===== config.mk =====
export PLATFORM = sky130hd
export DESIGN_NAME = unpack_float64
export DESIGN_NICKNAME = d
export VERILOG_FILES = /design/src/rtl/unpack_float64.sv
export SDC_FILE = /design/constraint.sdc
export NUM_CORES = 1
export LEC_CHECK = 0
export ABC_AREA = 1
export CAP_MARGIN = 30
export CORE_MARGIN = 5
export CORE_UTILIZATION = 44
export DETAILED_ROUTE_END_ITERATION = 8
export GPL_ROUTABILITY_DRIVEN = 1
export PLACE_DENSITY_LB_ADDON = 0.05
export SYNTH_ARGS = -nofsm -noshare
export SYNTH_HDL_FRONTEND = slang
export SYNTH_SLANG_ARGS = --single-unit
export TNS_END_PERCENT = 5

===== constraint.sdc =====
create_clock -name ap_clk -period 8.3 [get_ports ap_clk]
set_input_delay 1.66 -clock ap_clk [delete_from_list [all_inputs] [get_ports ap_clk]]
set_output_delay 1.66 -clock ap_clk [all_outputs]
set_load 0.05 [all_outputs]

===== src/rtl/unpack_float64.sv =====
// ============================================================================
//  Module      : unpack_float64
//  Description : IEEE-754 binary64 operand unpacker with iterative subnormal
//                normalization and exception-flag pass-through.
//  Revision    : 1.0 - initial release
// ============================================================================
`default_nettype none

module unpack_float64 (
    input  logic        ap_clk,
    input  logic        ap_rst,
    input  logic        ap_start,
    output logic        ap_done,
    output logic        ap_idle,
    output logic        ap_ready,
    input  logic [63:0] a,
    input  logic [31:0] float_exception_flag_i,
    output logic [31:0] float_exception_flag_o,
    output logic        float_exception_flag_o_ap_vld,
    output logic        zSign,
    output logic [12:0] zExp,
    output logic [63:0] zSig,
    output logic [2:0]  zClass
);

    typedef enum logic [2:0] {
        IDLE = 3'b001,
        NORM = 3'b010,
        DONE = 3'b100
    } state_t;

    localparam logic [2:0]  CLASS_ZERO   = 3'd0;
    localparam logic [2:0]  CLASS_NORMAL = 3'd1;
    localparam logic [2:0]  CLASS_SUBNRM = 3'd2;
    localparam logic [2:0]  CLASS_INF    = 3'd3;
    localparam logic [2:0]  CLASS_QNAN   = 3'd4;
    localparam logic [2:0]  CLASS_SNAN   = 3'd5;
    localparam logic [31:0] FLAG_INVALID = 32'd16;

    state_t      state, state_next;
    logic        sign_next;
    logic [12:0] exp_next;
    logic [63:0] sig_next;
    logic [2:0]  class_next;
    logic [10:0] exp_field;
    logic [51:0] frac_field;
    logic [63:0] sig_shifted;

    assign exp_field   = a[62:52];
    assign frac_field  = a[51:0];
    assign sig_shifted = zSig << 1;

    always_ff @(posedge ap_clk or posedge ap_rst) begin
        if (ap_rst) begin
            state  <= IDLE;
            zSign  <= 1'b0;
            zExp   <= 13'd0;
            zSig   <= 64'd0;
            zClass <= 3'd0;
        end else begin
            state  <= state_next;
            zSign  <= sign_next;
            zExp   <= exp_next;
            zSig   <= sig_next;
            zClass <= class_next;
        end
    end

    always_comb begin
        state_next                    = state;
        sign_next                     = zSign;
        exp_next                      = zExp;
        sig_next                      = zSig;
        class_next                    = zClass;
        ap_done                       = 1'b0;
        ap_idle                       = 1'b0;
        float_exception_flag_o        = float_exception_flag_i;
        float_exception_flag_o_ap_vld = 1'b0;

        case (state)
            IDLE: begin
                ap_idle = ~ap_start;
                if (ap_start) begin
                    sign_next  = a[63];
                    state_next = DONE;
                    if (exp_field == 11'd0) begin
                        if (frac_field == 52'd0) begin
                            exp_next   = 13'd0;
                            sig_next   = 64'd0;
                            class_next = CLASS_ZERO;
                        end else begin
                            // Start at the minimum normal exponent and let
                            // NORM walk it down one per shift.
                            exp_next   = 13'd1;
                            sig_next   = {12'd0, frac_field};
                            class_next = CLASS_SUBNRM;
                            state_next = NORM;
                        end
                    end else if (exp_field == 11'h7FF) begin
                        exp_next = 13'h07FF;
                        if (frac_field == 52'd0) begin
                            sig_next   = 64'd0;
                            class_next = CLASS_INF;
                        end else begin
                            sig_next   = {12'd0, frac_field};
                            class_next = frac_field[51] ? CLASS_QNAN : CLASS_SNAN;
                        end
                    end else begin
                        exp_next   = {2'b00, exp_field};
                        sig_next   = {11'd0, 1'b1, frac_field};
                        class_next = CLASS_NORMAL;
                    end
                end
            end
            NORM: begin
                sig_next = sig_shifted;
                exp_next = zExp - 13'd1;
                if (sig_shifted[52]) begin
                    state_next = DONE;
                end
            end
            DONE: begin
                ap_done    = 1'b1;
                state_next = IDLE;
                if (zClass == CLASS_SNAN) begin
                    float_exception_flag_o        = float_exception_flag_i | FLAG_INVALID;
                    float_exception_flag_o_ap_vld = 1'b1;
                end
            end
            default: begin
                state_next = IDLE;
            end
        endcase
    end

    assign ap_ready = ap_done;

endmodule

`default_nettype wire


==> run summary, run 1 <==
Element type at the critical path end: output pin
Grt peak-use layer: met2
Antenna diodes: 0
Clock Tree Buf Depth: 2
Placed insts: 753
Worst path cell trace: clkdlybuf4s50_1, or2_2, clkdlybuf4s50_1
Post-CTS Setup Bufs: 0
PortBufs: 153
Slowest cell delay on critical path: 0.71 ns
Fraction of registers with async set/reset: 100%
Final slew viol count: 0
Hold Crit Class: flip-flop to flip-flop
Routed len/inst: 15.4 um
H-Tree Depth: 3
Ratio of cells with drive above 1 in the final layout: 8.02%
I/O pins: 216
Final Hold Vio Count: 0
Rows: 36
CP max-delay cell: clkdlybuf4s50_1
Clock sinks: 84
Tightest Pin Transition: 0.951 ns
Congestion Overflow GR: 0
Final Non-Filler Cells: 769
Fill cell count: 888
DP Wirelength: 8650 um
Met2 Usage GRT: 30.2%
Worst R2R Setup Slack: 5.35 ns
Vias in the first global route: 3946
First-pass DRT Iterations: 4
Min-delay src: zSign
Synthesized Nets: 618
Worst Setup Start Kind: primary input
R2r worst-path depth: 8
Max-slew headroom: 36.5%
Min-Delay Path Depth: 2
Total Routing Usage GR: 19.0%
EDFF count, synth: 0
Core area: 0.00986 sq mm
Pre-CTS setup slack: 3.60 ns
Hold Crit Endpoint: zSign
Die Y: 111 um
Clock buffer count from CTS: 9
Post-DP Area: 0.00582 sq mm
RSZ-0062 raised after global routing: no
Routed WL: 11800 um
Clock slew at reported path FFs: 0.09 ns
Die width: 111 um
Yosys cell types: 30
Routability cong.: 0.805
Worst Path Required: 6.64 ns
CTS tree: yes
Post-layout min period: 4.71 ns
Mean Syn Cell Area: 8.63 sq um
GR Layer Usage met1: 26.5%
Minimum hold slack: 0.488 ns
Final setup fails: 0
Clk root buf: clkbuf_8
Most used cell, CP: clkdlybuf4s50_1
Max Cap Viol: 0
Initial core utilization: 45.3%
Leak: 0.00266 uW
Flops & latches, synth: 84
Die ar.: 0.0123 sq mm
Initial antenna violation count: 0
Netlist Area Pre-Place: 0.00447 sq mm
Initial DRC Count: 189
Worst r2r dst: zExp[3]
Reg-to-reg startpoint: state[1]
Nets: 731
Syn. warnings: 0
Cell count after synthesis: 518
# hold bufs at CTS: 0
Main synth FF type: dfrtp_1
PnR worst setup slack: 3.59 ns
Maximum vdd drop: 0.142 mV
Crit share post-route: 56.7%
Routed via count: 3895
Largest net degree at the start of global routing: 74
PwrDens: 243 mW/mm^2
Fin area: 0.00605 sq mm
Final antenna-violating net count: 0
Final setup TNS: 0 ns
Status: finished, final reports clean
Critical path arrival: 3.05 ns
Area growth syn-to-layout: 35.3%
First-pass GRT wire length: 19500 um
GR Util met3: 3.82%
Crit path kind: primary input to output pin
Sequential cell area: 0.00210 sq mm
Final Skew: 0.0126 ns
Fmax: 213 MHz
Sequential-to-total area share from yosys stat: 47.0%
Post_cts resized: 0
Area of the multi-input gates: 0.00162 sq mm
DRC: 0
Clk_lat worst skew: 0.35 ns
Vias per inst: 5.07
Max FO, Critical Path: 1
## final cells by class
cell class	instances	area share [%]
Tap cell	133	2.75
Clock inverter	5	1.41
Clock buffer	11	2.34
Inverter	95	5.92
Multi-Input combinational cell	285	26.8
Timing Repair Buffer	156	26.0
Sequential cell	84	34.8
## metrics by stage
step	util [%]	power, uW
5_1_grt	61.3	1540
3_5_place_dp	59.0	1150
6_report	61.3	1470
2_1_floorplan	-	971
4_1_cts	61.3	1480
3_3_place_gp	58.7	1140
## routing by layer
metal	wire length [um]	up-vias
met5	0	-
met4	199	0
met3	637	23
met2	5600	134
met1	5410	1841
li1	-	1897
## cell usage in the layout, fill, tap and decap left out, types with 10 or more instances in the layout
| master | Yosys | layout |
|---|---|---|
| dfrtp_1 | 83 | 83 |
| nor2_1 | 56 | 56 |
| o22ai_1 | 10 | 10 |
| clkdlybuf4s50_1 | 0 | 153 |
| inv_1 | 89 | 88 |
| clkbuf_8 | 0 | 10 |
| nand3_1 | 22 | 22 |
| o221ai_2 | 20 | 20 |
| nand2_1 | 104 | 104 |
| o221ai_1 | 33 | 33 |
## where the power goes
part | switching, uW | leakage (uW) | internal [uW]
registers | 46.8 | 0.00105 | 478
clock network | 150 | 0.000110 | 179
logic | 406 | 0.00150 | 208
total | 602 | 0.00266 | 865
## flip-flops by register name, summed over array words and instances (netlist names)
register / flops
zSig: 64
zExp: 13
state: 3
zClass: 3
zSign: 1
## logic make-up (layout without fill, tap and decap cells)
| logic type | after synthesis | count (layout) | share of synthesized area, % |
|---|---|---|---|
| xor+xnor | 2 | 2 | 0.392 |
| buf+inv | 149 | 267 | 16.8 |
| fa+ha+maj | 1 | 1 | 0.280 |
| compound gates | 85 | 85 | 17.4 |
| simple gates | 197 | 197 | 18.1 |
| flops | 84 | 84 | 47.0 |
## how the worst max path moves through the flow
stage | from | slack (ns) | to
2_1_floorplan | state[0] | 4.08 | float_exception_flag_o[4]
4_1_cts | float_exception_flag_i[4] | 3.59 | float_exception_flag_o[4]
6_report | float_exception_flag_i[4] | 3.59 | float_exception_flag_o[4]
5_1_grt | ap_start | 3.57 | ap_idle
3_3_place_gp | float_exception_flag_i[4] | 3.60 | float_exception_flag_o[4]
3_5_place_dp | float_exception_flag_i[4] | 3.60 | float_exception_flag_o[4]
## critical path: cells and delay by family
| family | cells | cell delay, ns |
|---|---|---|
| buffers and inverters | 2 | 1.10 |
| AND/OR/NAND/NOR | 1 | 0.28 |
## synth_stat cells (5+ instances only)
master    instances  area, sq um
buf_2             7         35.0
buf_4            35          263
buf_6             7         78.8
dfrtp_1          83         2080
inv_1            89          334
inv_2             6         22.5
nand2_1         104          390
nand3_1          22          110
nand4_1           6         37.5
nor2_1           56          210
o21ai_0           8         40.0
o21ai_1           5         25.0
o221ai_1         33          289
o221ai_2         20          300
o22ai_1          10         62.6
Power figures use the tool's default switching activity.
==> run 2: changes to the inputs <==
--- a/config.mk
+++ b/config.mk
@@ -8,7 +8,7 @@
 export ABC_AREA = 1
 export CAP_MARGIN = 30
 export CORE_MARGIN = 5
-export CORE_UTILIZATION = 44
+export CORE_UTILIZATION = 41
 export DETAILED_ROUTE_END_ITERATION = 8
 export GPL_ROUTABILITY_DRIVEN = 1
 export PLACE_DENSITY_LB_ADDON = 0.05
==> constraint.sdc (replaced) <==
create_clock -name ap_clk -period 4.9 [get_ports ap_clk]
set_input_delay 0.98 -clock ap_clk [delete_from_list [all_inputs] [get_ports ap_clk]]
set_output_delay 0.98 -clock ap_clk [all_outputs]
set_load 0.05 [all_outputs]
==> run 2 against run 1 <==
Largest power group unchanged; via count up 2.4%; hold slack better by 0.0015 ns; critical path type unchanged; combinational power up 69%.
==> run summary, run 2 (synthesis results as in run 1) <==
Status: finished, final reports clean (unchanged)
Int Power: 1360 uW (was 865 uW)
# hold bufs at CTS: 0 (unchanged)
First-pass DRT Iterations: 5 (was 4)
Fin area: 0.00601 sq mm (was 0.00605 sq mm)
RSZ-0062 raised after global routing: no (unchanged)
Clk_lat worst skew: 0.35 ns (about the same)
Pre-CTS setup slack: 1.53 ns (was 3.60 ns)
Nets: 732 (was 731)
Final Skew: 0.00944 ns (was 0.0126 ns)
Hold Crit Endpoint: zSign (unchanged)
Min-Delay Path Depth: 2 (unchanged)
Clock buffer count from CTS: 9 (unchanged)
Routed WL: 12400 um (was 11800 um)
Most common cell after layout, fill and taps aside: clkdlybuf4s50_1 (unchanged)
Die ar.: 0.0131 sq mm (was 0.0123 sq mm)
PnR worst setup slack: 1.55 ns (was 3.59 ns)
Routed via count: 3987 (was 3895)
Clk root buf: clkbuf_8 (unchanged)
Crit path from: ap_start (was float_exception_flag_i[4])
Sw power: 1020 uW (was 602 uW)
Max FO, Critical Path: 2 (was 1)
Post_cts resized: 0 (unchanged)
Min-delay src: zSign (unchanged)
PwrDens: 395 mW/mm^2 (was 243 mW/mm^2)
Share of power burned in registers: 37.4% (was 35.7%)
Final setup TNS: 0 ns (unchanged)
Area growth syn-to-layout: 34.5% (was 35.3%)
Die Y: 114 um (was 111 um)
Clock Tree Buf Depth: 2 (unchanged)
CTS tree: yes (unchanged)
Combinational power share: 43.9% (was 41.8%)
Top Registers: zSig (64), zExp (13) (unchanged)
Maximum vdd drop: 0.212 mV (was 0.142 mV)
Max FFs per register: 64 (unchanged)
Antenna diodes: 0 (unchanged)
Final slew viol count: 0 (unchanged)
Worst r2r dst: zExp[1] (was zExp[3])
DP Wirelength: 9350 um (was 8650 um)
Final setup fails: 0 (unchanged)
Worst Setup Start Kind: primary input (unchanged)
Clock power frac: 18.7% (was 22.4%)
Max-slew headroom: 37.0% (was 36.5%)
Clock sinks: 84 (unchanged)
Worst R2R Setup Slack: 2.23 ns (was 5.35 ns)
Fmax: 298 MHz
PortBufs: 153 (unchanged)
Worst path cell trace: clkdlybuf4s50_1, nor2_1, clkdlybuf4s50_1 (was clkdlybuf4s50_1, or2_2, clkdlybuf4s50_1)
Final Hold Vio Count: 0 (unchanged)
H-Tree Depth: 3 (unchanged)
CP max-delay cell: clkdlybuf4s50_1 (unchanged)
Tightest Pin Transition: 0.945 ns (was 0.951 ns)
Congestion Overflow GR: 0 (unchanged)
Die width: 114 um (was 111 um)
Rows: 38 (was 36)
Element type at the critical path end: output pin (unchanged)
Initial DRC Count: 216 (was 189)
Routed len/inst: 15.9 um (was 15.4 um)
Routability cong.: 0.792 (was 0.805)
DRC: 0 (unchanged)
Most frequent cells in the layout: 153 x clkdlybuf4s50_1, 104 x nand2_1, 88 x inv_1 (unchanged)
Largest net degree at the start of global routing: 74 (unchanged)
Vias per inst: 5.14 (was 5.07)
Largest register by flop count: zSig (unchanged)
Initial core utilization: 41.6% (was 45.3%)
Core area: 0.0107 sq mm (was 0.00986 sq mm)
Post-DP Area: 0.00584 sq mm (was 0.00582 sq mm)
Final antenna-violating net count: 0 (unchanged)
Slowest cell delay on critical path: 0.81 ns (was 0.71 ns)
I/O pins: 216 (unchanged)
Post-layout min period: 3.35 ns
Critical path arrival: 2.37 ns (was 3.05 ns)
Crit share post-route: 68.5%
Ratio of cells with drive above 1 in the final layout: 8.02% (unchanged)
Leak: 0.00264 uW (was 0.00266 uW)
Hold Crit Class: flip-flop to flip-flop (unchanged)
Switching Fraction: 42.8% (was 41.1%)
Worst Path Required: 3.92 ns (was 6.64 ns)
Total Routing Usage GR: 18.7% (was 19.0%)
Clock slew at reported path FFs: 0.08 ns (was 0.09 ns)
Max Cap Viol: 0 (unchanged)
Crit path kind: primary input to output pin (unchanged)
Initial antenna violation count: 0 (unchanged)
Reg-to-reg startpoint: state[0] (was state[1])
R2r worst-path depth: 5 (was 8)
Vias in the first global route: 3936 (was 3946)
First-pass GRT wire length: 19500 um (about the same)
Post-CTS Setup Bufs: 0 (unchanged)
Most used cell, CP: clkdlybuf4s50_1 (unchanged)
-- run 2: worst max-delay path, delay by kind of cell --
| family | cells | cell delay (ns) |
|---|---|---|
| AND/OR/NAND/NOR | 1 | 0.12 |
| buffers and inverters | 2 | 1.27 |
-- run 2: worst max-delay path by stage --
stage | endpoint | slack, ns | depth (start not counted)
6_report | ap_idle | 1.55 | 3
5_1_grt | ap_idle | 1.49 | 3
4_1_cts | ap_idle | 1.52 | 3
3_5_place_dp | ap_idle | 1.53 | 3
3_3_place_gp | ap_idle | 1.55 | 3
2_1_floorplan | float_exception_flag_o[4] | 1.36 | 3
-- run 2: area by class of cell --
class                           count  area [sq um]
Sequential cell                    84          2100
Inverter                           95           358
Fill cell                        1011          4730
Clock inverter                      4          26.3
Clock buffer                       11           141
Timing Repair Buffer              157          1590
Tap cell                          140           175
Multi-Input combinational cell    285          1620
-- run 2: power groups by stage --
stage / Sequential (uW) / Combinational (uW) / Clock (uW)
6_report: 888 / 1040 / 443
5_1_grt: 906 / 1100 / 491
4_1_cts: 890 / 1050 / 456
3_5_place_dp: 903 / 1050 / 0
3_3_place_gp: 901 / 1040 / 0
2_1_floorplan: 1300 / 348 / 0
-- run 2: metrics by stage --
step                power, uW  util [%]  hold slack, ns  instances
floorplan                1640         -           0.700        518
global placement         1940      54.2           0.465        760
detailed placement       1950      54.4           0.472        761
CTS                      2400      55.9           0.493        776
global route             2500      55.9           0.523        776
finish                   2370      55.9           0.490        776
-- run 2: routing by layer --
layer | vias to the layer above | wire [um] | global-route usage, %
met5 | - | 0 | 0
met4 | 0 | 380 | 7.84
met3 | 43 | 758 | 4.60
met2 | 145 | 5910 | 30.4
met1 | 1900 | 5320 | 23.6
li1 | 1899 | - | -
==> run 3: changes to the inputs <==
==> constraint.sdc (replaced) <==
create_clock -name ap_clk -period 3.2 [get_ports ap_clk]
set_input_delay 0.64 -clock ap_clk [delete_from_list [all_inputs] [get_ports ap_clk]]
set_output_delay 0.64 -clock ap_clk [all_outputs]
set_load 0.05 [all_outputs]
==> run 3 against run 2 <==
Final area up 0.58%; via count down 2.1%; clock skew up 0.00068 ns; die area unchanged; worst setup slack worse by 1.2 ns; clock-buffer cell count unchanged; sequential power up 53%; global-route usage up 0.055 points; flip-flop and latch count unchanged; total power up 53%; critical path depth up 1; clock power up 51%; critical path type is now flip-flop to output pin.
==> run summary, run 3 (synthesis results as in run 1) <==
Final antenna-violating net count: 0 (unchanged)
Clk root buf: clkbuf_8 (unchanged)
Die ar.: 0.0131 sq mm (unchanged)
Tightest Pin Transition: 0.732 ns (was 0.945 ns)
Final Hold Vio Count: 0 (unchanged)
Power Total: 3630 uW (was 2370 uW)
Final slew viol count: 0 (unchanged)
I/O pins: 216 (unchanged)
Total Routing Usage GR: 18.7% (about the same)
Critical path arrival: 2.21 ns (was 2.37 ns)
DRC: 0 (unchanged)
Routed len/inst: 15.5 um (was 15.9 um)
Slowest cell delay on critical path: 0.79 ns (was 0.81 ns)
PwrDens: 601 mW/mm^2 (was 395 mW/mm^2)
First-pass DRT Iterations: 4 (was 5)
Clock buffer count from CTS: 9 (unchanged)
Die Y: 114 um (unchanged)
Final setup TNS: 0 ns (unchanged)
Core area: 0.0107 sq mm (unchanged)
CP max-delay cell: clkdlybuf4s50_1 (unchanged)
H-Tree Depth: 3 (unchanged)
Worst Path Required: 2.56 ns (was 3.92 ns)
Hold Crit Class: flip-flop to flip-flop (unchanged)
Largest net degree at the start of global routing: 60 (was 74)
First-pass GRT wire length: 19700 um (was 19500 um)
Maximum vdd drop: 0.294 mV (was 0.212 mV)
Nets: 735 (was 732)
Clk_lat worst skew: 0.35 ns (about the same)
Crit path buf inv count: 1 (was 2)
Vias in the first global route: 3987 (was 3936)
Clock slew at reported path FFs: 0.08 ns (about the same)
Element type at the critical path end: output pin (unchanged)
Clock Tree Buf Depth: 2 (unchanged)
Min-delay src: zSig[63] (was zSign)
Initial antenna violation count: 0 (unchanged)
Post_cts resized: 0 (unchanged)
Max FO, Critical Path: 4 (was 2)
Status: finished, final reports clean (unchanged)
CP delay by family, top: buffers and inverters (unchanged)
Crit share post-route: 89.0%
Post-CTS Setup Bufs: 0 (unchanged)
Rows: 38 (unchanged)
Post-layout min period: 2.85 ns
Final Skew: 0.0101 ns (was 0.00944 ns)
Largest register by flop count: zSig (unchanged)
# hold bufs at CTS: 0 (unchanged)
Most frequent cells in the layout: 153 x clkdlybuf4s50_1, 104 x nand2_1, 88 x inv_1 (unchanged)
CTS tree: yes (unchanged)
Reg-to-reg startpoint: state[0] (unchanged)
Top Registers: zSig (64), zExp (13) (unchanged)
RSZ-0062 raised after global routing: no (unchanged)
PortBufs: 153 (unchanged)
Final setup fails: 0 (unchanged)
Ratio of cells with drive above 1 in the final layout: 8.45% (was 8.02%)
Fmax: 351 MHz
Worst R2R Setup Slack: 1.38 ns (was 2.23 ns)
Crit path kind: flip-flop to output pin (was primary input to output pin)
Die width: 114 um (unchanged)
Routed WL: 12100 um (was 12400 um)
Most common cell after layout, fill and taps aside: clkdlybuf4s50_1 (unchanged)
Area growth syn-to-layout: 35.2% (was 34.5%)
Worst Setup Start Kind: flip-flop (was primary input)
Max FFs per register: 64 (unchanged)
Initial DRC Count: 198 (was 216)
Clock sinks: 84 (unchanged)
Max-slew headroom: 51.2% (was 37.0%)
Max Cap Viol: 0 (unchanged)
Crit path from: state[0] (was ap_start)
Congestion Overflow GR: 0 (unchanged)
Routed via count: 3903 (was 3987)
Antenna diodes: 0 (unchanged)
Initial core utilization: 41.6% (unchanged)
DP Wirelength: 9230 um (was 9350 um)
Leak: 0.00266 uW (was 0.00264 uW)
Worst path cell trace: nor3_1, and3_1, or2_2, clkdlybuf4s50_1 (was clkdlybuf4s50_1, nor2_1, clkdlybuf4s50_1)
Vias per inst: 5.01 (was 5.14)
Routability cong.: 0.833 (was 0.792)
[run 3: metrics by stage]
stage          utilization, %  std cells  hold slack (ns)  instance area [sq um]  setup slack [ns]
2_1_floorplan               -        518            0.700                   4470          0.000963
3_3_place_gp             54.7        764            0.466                   5880             0.527
3_5_place_dp             54.7        764            0.482                   5880             0.512
4_1_cts                  56.3        779            0.501                   6050             0.311
5_1_grt                  56.3        779            0.535                   6050             0.217
6_report                 56.3        779            0.496                   6050             0.351
[run 3: final cells by class]
cell class	count	area (sq um)
Timing Repair Buffer	160	1620
Inverter	95	358
Fill cell	1017	4700
Multi-Input combinational cell	285	1620
Clock inverter	4	26.3
Clock buffer	11	141
Sequential cell	84	2100
Tap cell	140	175
[run 3: report_power, final]
group / switching, uW / internal [uW] / leakage, uW
registers: 123 / 1240 / 0.00105
clock network: 372 / 298 / 0.0000852
logic: 1050 / 550 / 0.00152
[run 3: worst paths after layout]
kind                                              to  depth (start not counted)
min in group asynchronous                   zSig[34]                          2
setup reg to reg                            zSig[46]                          4
hold reg to reg                             zSig[63]                          2
setup / recovery           float_exception_flag_o[4]                          4
hold / removal                              zSig[63]                          2
max in group asynchronous                   state[0]                          3
[run 3: worst reg2reg max path, stage by stage, from the launching register on]
cell	delay, ns
dfstp_2	0.56
nor2_1	0.07
nand2_4	0.17
buf_4	0.62
o221ai_1	0.24
[run 3: layer usage]
layer | part of all wire, % | global-route usage (%) | wire [um] | up-vias
met5 | 0 | 0 | 0 | -
met4 | 2.6 | 7.36 | 316 | 0
met2 | 49 | 31.5 | 5920 | 122
met3 | 6.4 | 4.18 | 767 | 36
li1 | - | - | - | 1905
met1 | 42 | 23.3 | 5070 | 1840
